`src/rtl/tile_operand_packer.sv`:
```
// Packs a 32-bit operand word stream into paired 256-bit row/column beats.
// Optional stall counter: define TILE_PACKER_STALL_CNT_EN.
module tile_operand_packer (
  input  logic         clock_sink,
  input  logic         reset_sink_reset,
  input  logic [31:0]  st_cmd_data,
  input  logic         st_cmd_valid,
  output logic         st_cmd_ready,
  input  logic [31:0]  st_words_data,
  input  logic         st_words_valid,
  output logic         st_words_ready,
  output logic [31:0]  st_instr_data,
  output logic         st_instr_valid,
  input  logic         st_instr_ready,
  output logic [255:0] st_rows_data,
  output logic         st_rows_valid,
  input  logic         st_rows_ready,
  output logic [255:0] st_cols_data,
  output logic         st_cols_valid,
  input  logic         st_cols_ready,
  output logic         busy,
  output logic         cmd_err,
  output logic [31:0]  stall_count
);

  typedef enum logic [1:0] {
    S_IDLE,
    S_ISSUE,
    S_PACK,
    S_DRAIN
  } state_t;

  state_t r_state;
  state_t w_state_nx;

  logic [9:0]   r_cmd;
  logic [4:0]   r_m;
  logic [8:0]   r_word_cnt;
  logic [4:0]   r_beat_cnt;
  logic         r_cmd_err;

  logic [511:0] r_pack_data;
  logic [3:0]   r_pack_idx;
  logic         r_pack_full;

  logic [255:0] r_out_rows;
  logic [255:0] r_out_cols;
  logic         r_out_valid;

  logic [4:0]   w_cmd_cols;
  logic [4:0]   w_cmd_rows;
  logic [4:0]   w_cmd_m;
  logic [8:0]   w_total;
  logic         w_cmd_fire;
  logic         w_instr_fire;
  logic         w_word_fire;
  logic         w_pair_ready;
  logic         w_out_fire;
  logic         w_out_free;
  logic         w_beat_done;
  logic         w_load_direct;
  logic         w_load_pack;
  logic         w_last_word;
  logic         w_last_beat;
  logic [511:0] w_done_beat;
  logic         w_unused;

  assign w_unused   = ^st_cmd_data[31:10];

  assign w_cmd_cols = st_cmd_data[4:0];
  assign w_cmd_rows = st_cmd_data[9:5];
  assign w_cmd_m    = (w_cmd_cols < w_cmd_rows) ? w_cmd_cols : w_cmd_rows;
  assign w_total    = {r_m, 4'b0000};

  assign st_cmd_ready   = (r_state == S_IDLE);
  assign st_instr_valid = (r_state == S_ISSUE);
  assign st_instr_data  = {22'd0, r_cmd};
  assign st_words_ready = (r_state == S_PACK) && !r_pack_full
                        && (r_word_cnt < w_total);

  assign w_cmd_fire   = st_cmd_valid && st_cmd_ready;
  assign w_instr_fire = st_instr_valid && st_instr_ready;
  assign w_word_fire  = st_words_valid && st_words_ready;
  assign w_pair_ready = st_rows_ready && st_cols_ready;
  assign w_out_fire   = r_out_valid && w_pair_ready;
  assign w_out_free   = !r_out_valid || w_out_fire;

  // A completed beat skips the pack buffer when the output slot is available.
  assign w_beat_done   = w_word_fire && (r_pack_idx == 4'd15);
  assign w_load_direct = w_beat_done && w_out_free;
  assign w_load_pack   = r_pack_full && w_out_free;
  assign w_done_beat   = {st_words_data, r_pack_data[479:0]};

  assign w_last_word = (r_word_cnt == (w_total - 9'd1));
  assign w_last_beat = (r_beat_cnt == (r_m - 5'd1));

  assign st_rows_data  = r_out_rows;
  assign st_cols_data  = r_out_cols;
  assign st_rows_valid = r_out_valid;
  assign st_cols_valid = r_out_valid;
  assign busy          = (r_state != S_IDLE);
  assign cmd_err       = r_cmd_err;

  always_ff @(posedge clock_sink) begin
    if (reset_sink_reset) begin
      r_state <= S_IDLE;
    end else begin
      r_state <= w_state_nx;
    end
  end

  always_comb begin
    w_state_nx = r_state;
    unique case (r_state)
      S_IDLE: begin
        if (w_cmd_fire && (w_cmd_m != 5'd0)) begin
          w_state_nx = S_ISSUE;
        end
      end
      S_ISSUE: begin
        if (w_instr_fire) begin
          w_state_nx = S_PACK;
        end
      end
      S_PACK: begin
        if (w_word_fire && w_last_word) begin
          w_state_nx = S_DRAIN;
        end
      end
      S_DRAIN: begin
        if (w_out_fire && w_last_beat) begin
          w_state_nx = S_IDLE;
        end
      end
      default: w_state_nx = S_IDLE;
    endcase
  end

  always_ff @(posedge clock_sink) begin
    if (reset_sink_reset) begin
      r_cmd      <= 10'd0;
      r_m        <= 5'd0;
      r_word_cnt <= 9'd0;
      r_beat_cnt <= 5'd0;
      r_cmd_err  <= 1'b0;
    end else begin
      if (w_cmd_fire) begin
        r_cmd      <= st_cmd_data[9:0];
        r_m        <= w_cmd_m;
        r_word_cnt <= 9'd0;
        r_beat_cnt <= 5'd0;
        if (w_cmd_m == 5'd0) begin
          r_cmd_err <= 1'b1;
        end
      end else begin
        if (w_word_fire) begin
          r_word_cnt <= r_word_cnt + 9'd1;
        end
        if (w_out_fire) begin
          r_beat_cnt <= r_beat_cnt + 5'd1;
        end
      end
    end
  end

  always_ff @(posedge clock_sink) begin
    if (reset_sink_reset) begin
      r_pack_data <= 512'd0;
      r_pack_idx  <= 4'd0;
      r_pack_full <= 1'b0;
    end else begin
      if (w_cmd_fire) begin
        r_pack_idx <= 4'd0;
      end else if (w_word_fire) begin
        r_pack_data[{r_pack_idx, 5'b00000} +: 32] <= st_words_data;
        r_pack_idx <= r_pack_idx + 4'd1;
      end
      if (w_beat_done && !w_out_free) begin
        r_pack_full <= 1'b1;
      end else if (w_load_pack) begin
        r_pack_full <= 1'b0;
      end
    end
  end

  always_ff @(posedge clock_sink) begin
    if (reset_sink_reset) begin
      r_out_rows  <= 256'd0;
      r_out_cols  <= 256'd0;
      r_out_valid <= 1'b0;
    end else begin
      if (w_load_direct) begin
        r_out_rows  <= w_done_beat[255:0];
        r_out_cols  <= w_done_beat[511:256];
        r_out_valid <= 1'b1;
      end else if (w_load_pack) begin
        r_out_rows  <= r_pack_data[255:0];
        r_out_cols  <= r_pack_data[511:256];
        r_out_valid <= 1'b1;
      end else if (w_out_fire) begin
        r_out_valid <= 1'b0;
      end
    end
  end

`ifdef TILE_PACKER_STALL_CNT_EN
  logic [31:0] r_stall;

  always_ff @(posedge clock_sink) begin
    if (reset_sink_reset) begin
      r_stall <= 32'd0;
    end else if (r_out_valid && !w_pair_ready
                 && (r_stall != 32'hFFFF_FFFF)) begin
      r_stall <= r_stall + 32'd1;
    end
  end

  assign stall_count = r_stall;
`else
  assign stall_count = 32'd0;
`endif

endmodule
```
`config.mk`:
```
export PLATFORM = sky130hd
export DESIGN_NAME = tile_operand_packer
export DESIGN_NICKNAME = d
export VERILOG_FILES = /design/src/rtl/tile_operand_packer.sv
export SDC_FILE = /design/constraint.sdc
export NUM_CORES = 2
export LEC_CHECK = 0
export CAP_MARGIN = 20
export CORE_MARGIN = 2
export CORE_UTILIZATION = 40
export CTS_CLUSTER_DIAMETER = 80
export CTS_CLUSTER_SIZE = 14
export DETAILED_ROUTE_END_ITERATION = 8
export SLEW_MARGIN = 15
export SYNTH_ARGS = -nofsm -noshare
export SYNTH_HDL_FRONTEND = slang
export SYNTH_SLANG_ARGS = --single-unit
```
`constraint.sdc`:
```
create_clock -name clock_sink -period 6.2 [get_ports clock_sink]
set_input_delay 0.62 -clock clock_sink [delete_from_list [all_inputs] [get_ports clock_sink]]
set_output_delay 0.62 -clock clock_sink [all_outputs]
set_load 0.1 [all_outputs]
```
==> results.cfg <==
[global_routing]
antenna_found_initial = 7
grt_pass1_wl_um = 195200
grt_max_degree = 210
gr-total-overflow = 0
grt_pass1_vias = 29840
grt_usage_pct = 25.76

[critical_path]
cp_num_buf_inv = 2
cp_max_fo = 5
start_kind = flop
worstSetupPathType = reg -> out
cp.arrival_ps = 3320
max_stage_delay_ps = 1150
r2r_start = r_m[3]
cp_slowest_cell = clkdlybuf4s50_1
cpLargestDelayFamily = buffers and inverters
cp-end-kind = output pin
path_cells = inv_1 > ha_1 > a21o_1 > nand2_1 > and4_1 > clkdlybuf4s50_1
required_ps = 5580
crit_start = r_m[3]

[power_and_ir_drop]
ir_drop_uv = 220.0
switching_share_pct = 26.32
p_int_mw = 9.604
p_leak_nw = 14.98
combinationalPowerShare_pct = 8.4
total_power_mw = 13.03
powerDensity_nw_per_um2 = 276.3
power_switching_mw = 3.431
seqPwrFrac_pct = 52.9
clockPowerShare_pct = 38.7

[floorplan]
start_util_pct = 40.32
dieArea_um2 = 100000
die-height_um = 316.2
die_w_um = 316.2
ios = 654
core-area_um2 = 96710
rows = 114

[clocking]
hold_buffers = 0
numCtsBuffers = 86
clock-sinks = 1062
post-cts-setup-buffers = 0
path_clk_slew_ps = 60
worstSkewPairLatency_ps = 680
cts-root-buf = clkbuf_16
cts_tree = done
htreeDepth = 3
cts_resized = 0
clock_path_buffers = 3

[sta]
timing.fmax_mhz = 253.6
layout_setup_ws_ps = 2257
max_slew.worst_pin.slew_ps = 1176
maxSlewHeadroom_pct = 21.34
rsz0062_at_grt = no
final_max_slew_viol_count = 0
setup_tns_ps = 0
period_share_pct = 63.60
holdWs_ps = 441.0
finalCriticalPeriod_ps = 3943
hold_viol = 0
setup_viol = 0
clock_skew_ps = 21.21

[place]
portBuffers = 577
dp_cells = 6203
place.gp.congestion = 0.7736
detailed_place_hpwl_um = 78090
dp_slack_ps = 2119
post_dp_cell_area_um2 = 44860

[synth]
synthCells = 4731
synth_edf_count = 0
yosysWarningCount = 0
synth_area_um2 = 38990
async_flop_share_pct = 0
synth-seq-area-share_pct = 54.52
ys_ff_latch = 1062
ys.flop_type = dfxtp_1
ys_types = 49
syn_area_per_cell_um2 = 8.242

[detailed_routing]
drt-pass1-iter-count = 6
num_vias = 33480
wl_um = 134900
route.detailed.drc = 0
wl_per_cell_um = 21.41
ant_nets = 0
viasPerCell = 5.313
drt_iter0_markers = 3742

[min_path]
hp-start = r_pack_data[13]
min_path_type = reg -> reg

[finish]
utilization_pct = 48.79
area_growth_pct = 21.00
filler_cell_count = 9395
nNetsFinal = 5106
drive_gt1_share_pct = 4.518
layoutNonFillerInstCount = 6301
postLayoutCellArea_um2 = 47180

[run_status]
status = finished clean

[job]
maxCapViolCount = 0
[per-layer routing]
layer / GRT usage [%] / vias up / share of wire [%]
met5: 0 / - / 0.016
met4: 6.947 / 4 / 2.1
met3: 4.042 / 140 / 7.4
met2: 40.63 / 1222 / 46
met1: 36.61 / 16090 / 45
li1: - / 16020 / -
[state kept, by name, summed over array words and instances (netlist names)]
| register | flops |
|---|---|
| r_beat_cnt | 5 |
| r_pack_data | 512 |
| r_pack_idx | 4 |
| r_pack_full | 1 |
| cmd_err | 1 |
| r_word_cnt | 9 |
| r_m | 5 |
| st_cols_data | 256 |
| st_cols_valid | 1 |
| r_state | 2 |
| r_cmd | 10 |
| st_rows_data | 256 |
[kinds of logic (layout without fill, tap and decap cells)]
group / Yosys count / count (layout) / synth area share, %
simple gates: 1999 / 1999 / 21.25
flops: 1062 / 1062 / 54.52
compound gates: 937 / 937 / 12.53
buf+inv: 516 / 756 / 6.113
mux: 167 / 167 / 4.287
xor+xnor: 29 / 29 / 0.6514
fa+ha+maj: 20 / 20 / 0.6418
other cells: 1 / 55 / 0.009617
[worst paths after layout]
path	to	slack (ps)	depth (start not counted)
max	st_words_ready	2260	6
min reg2reg	st_rows_data[13]	440	2
min	st_rows_data[13]	440	2
max reg2reg	st_rows_data[203]	2400	10
[layout make-up]
cell class,instances,area [um^2],share of cell area [%]
diodes,1,2.502,0.005304
multi-input cells,3206,15670,33.21
well taps,1276,1597,3.384
clock buffers,90,2210,4.683
clock inverters,7,103.9,0.2201
inverters,17,63.81,0.1353
flip-flops and latches,1062,21260,45.06
repair buffers,642,6276,13.30
[synthesized netlist by cell type, types with 2 or more instances]
cell type	count	area, um^2
nor2b_1	5	31.28
ha_1	20	250.2
nor3_1	8	40.04
nor3b_1	3	22.52
nor4_2	3	37.54
nor4_1	3	18.77
and2_1	3	18.77
buf_6	7	78.83
o22ai_1	32	200.2
buf_2	120	600.6
and3_1	4	25.02
xnor2_1	19	166.4
or3_1	7	43.79
a211oi_1	38	285.3
clkbuf_1	278	1044
o21ai_0	5	25.02
nor2_1	221	829.6
a21oi_1	851	4259
nand4_1	136	850.8
nor2_2	2	12.51
a21o_1	2	15.01
buf_4	65	488.0
nand2_1	1446	5428
nor4_4	3	63.81
a21oi_2	3	26.28
or4_1	5	37.54
o211ai_1	2	15.01
xor2_1	10	87.58
nand2b_1	3	18.77
dfxtp_1	1062	21260
buf_1	29	108.9
nand3_1	132	660.6
mux2i_1	167	1672
nor3_2	8	80.08
inv_1	15	56.30
[power groups by stage]
stage                     clock, mW  sequential [mW]  combinational [mW]
final                          5.04             6.90                1.10
after global routing           5.40             6.90                1.15
after CTS                      5.13             6.90                1.10
after detailed placement          0             7.05                1.10
after global placement            0             7.05                1.09
after floorplan                   0             7.13               0.724
[placed cells by master (no fill, tap or decap), types with 4 or more instances in the layout]
master | Yosys | final
nand2_1 | 1446 | 1446
nor3_1 | 8 | 8
o22ai_1 | 32 | 32
dfxtp_1 | 1062 | 1062
buf_2 | 120 | 32
or4_1 | 5 | 5
nor3_4 | 1 | 8
buf_12 | 0 | 12
nor4_4 | 3 | 6
clkbuf_16 | 0 | 88
a211oi_1 | 38 | 38
nor2_1 | 221 | 219
conb_1 | 1 | 54
ha_1 | 20 | 20
and3_1 | 4 | 4
xor2_1 | 10 | 10
inv_1 | 15 | 15
nor2b_1 | 5 | 5
nand3_1 | 132 | 132
a21oi_1 | 851 | 851
xnor2_1 | 19 | 18
o21ai_0 | 5 | 5
buf_4 | 65 | 53
or3_1 | 7 | 6
clkdlybuf4s50_1 | 0 | 543
mux2i_1 | 167 | 167
nand4_1 | 136 | 136
[worst register-to-register path: cells and delay by family, from the launching register on]
kind / cells / cell delay (ps)
and+or+nand+nor: 3 / 700
AOI/OAI and AO/OA: 3 / 1040
buffers and inverters: 3 / 1190
adders and majority gates: 1 / 360
DFF: 1 / 460
Note: power is estimated with default switching activity, not from simulation.
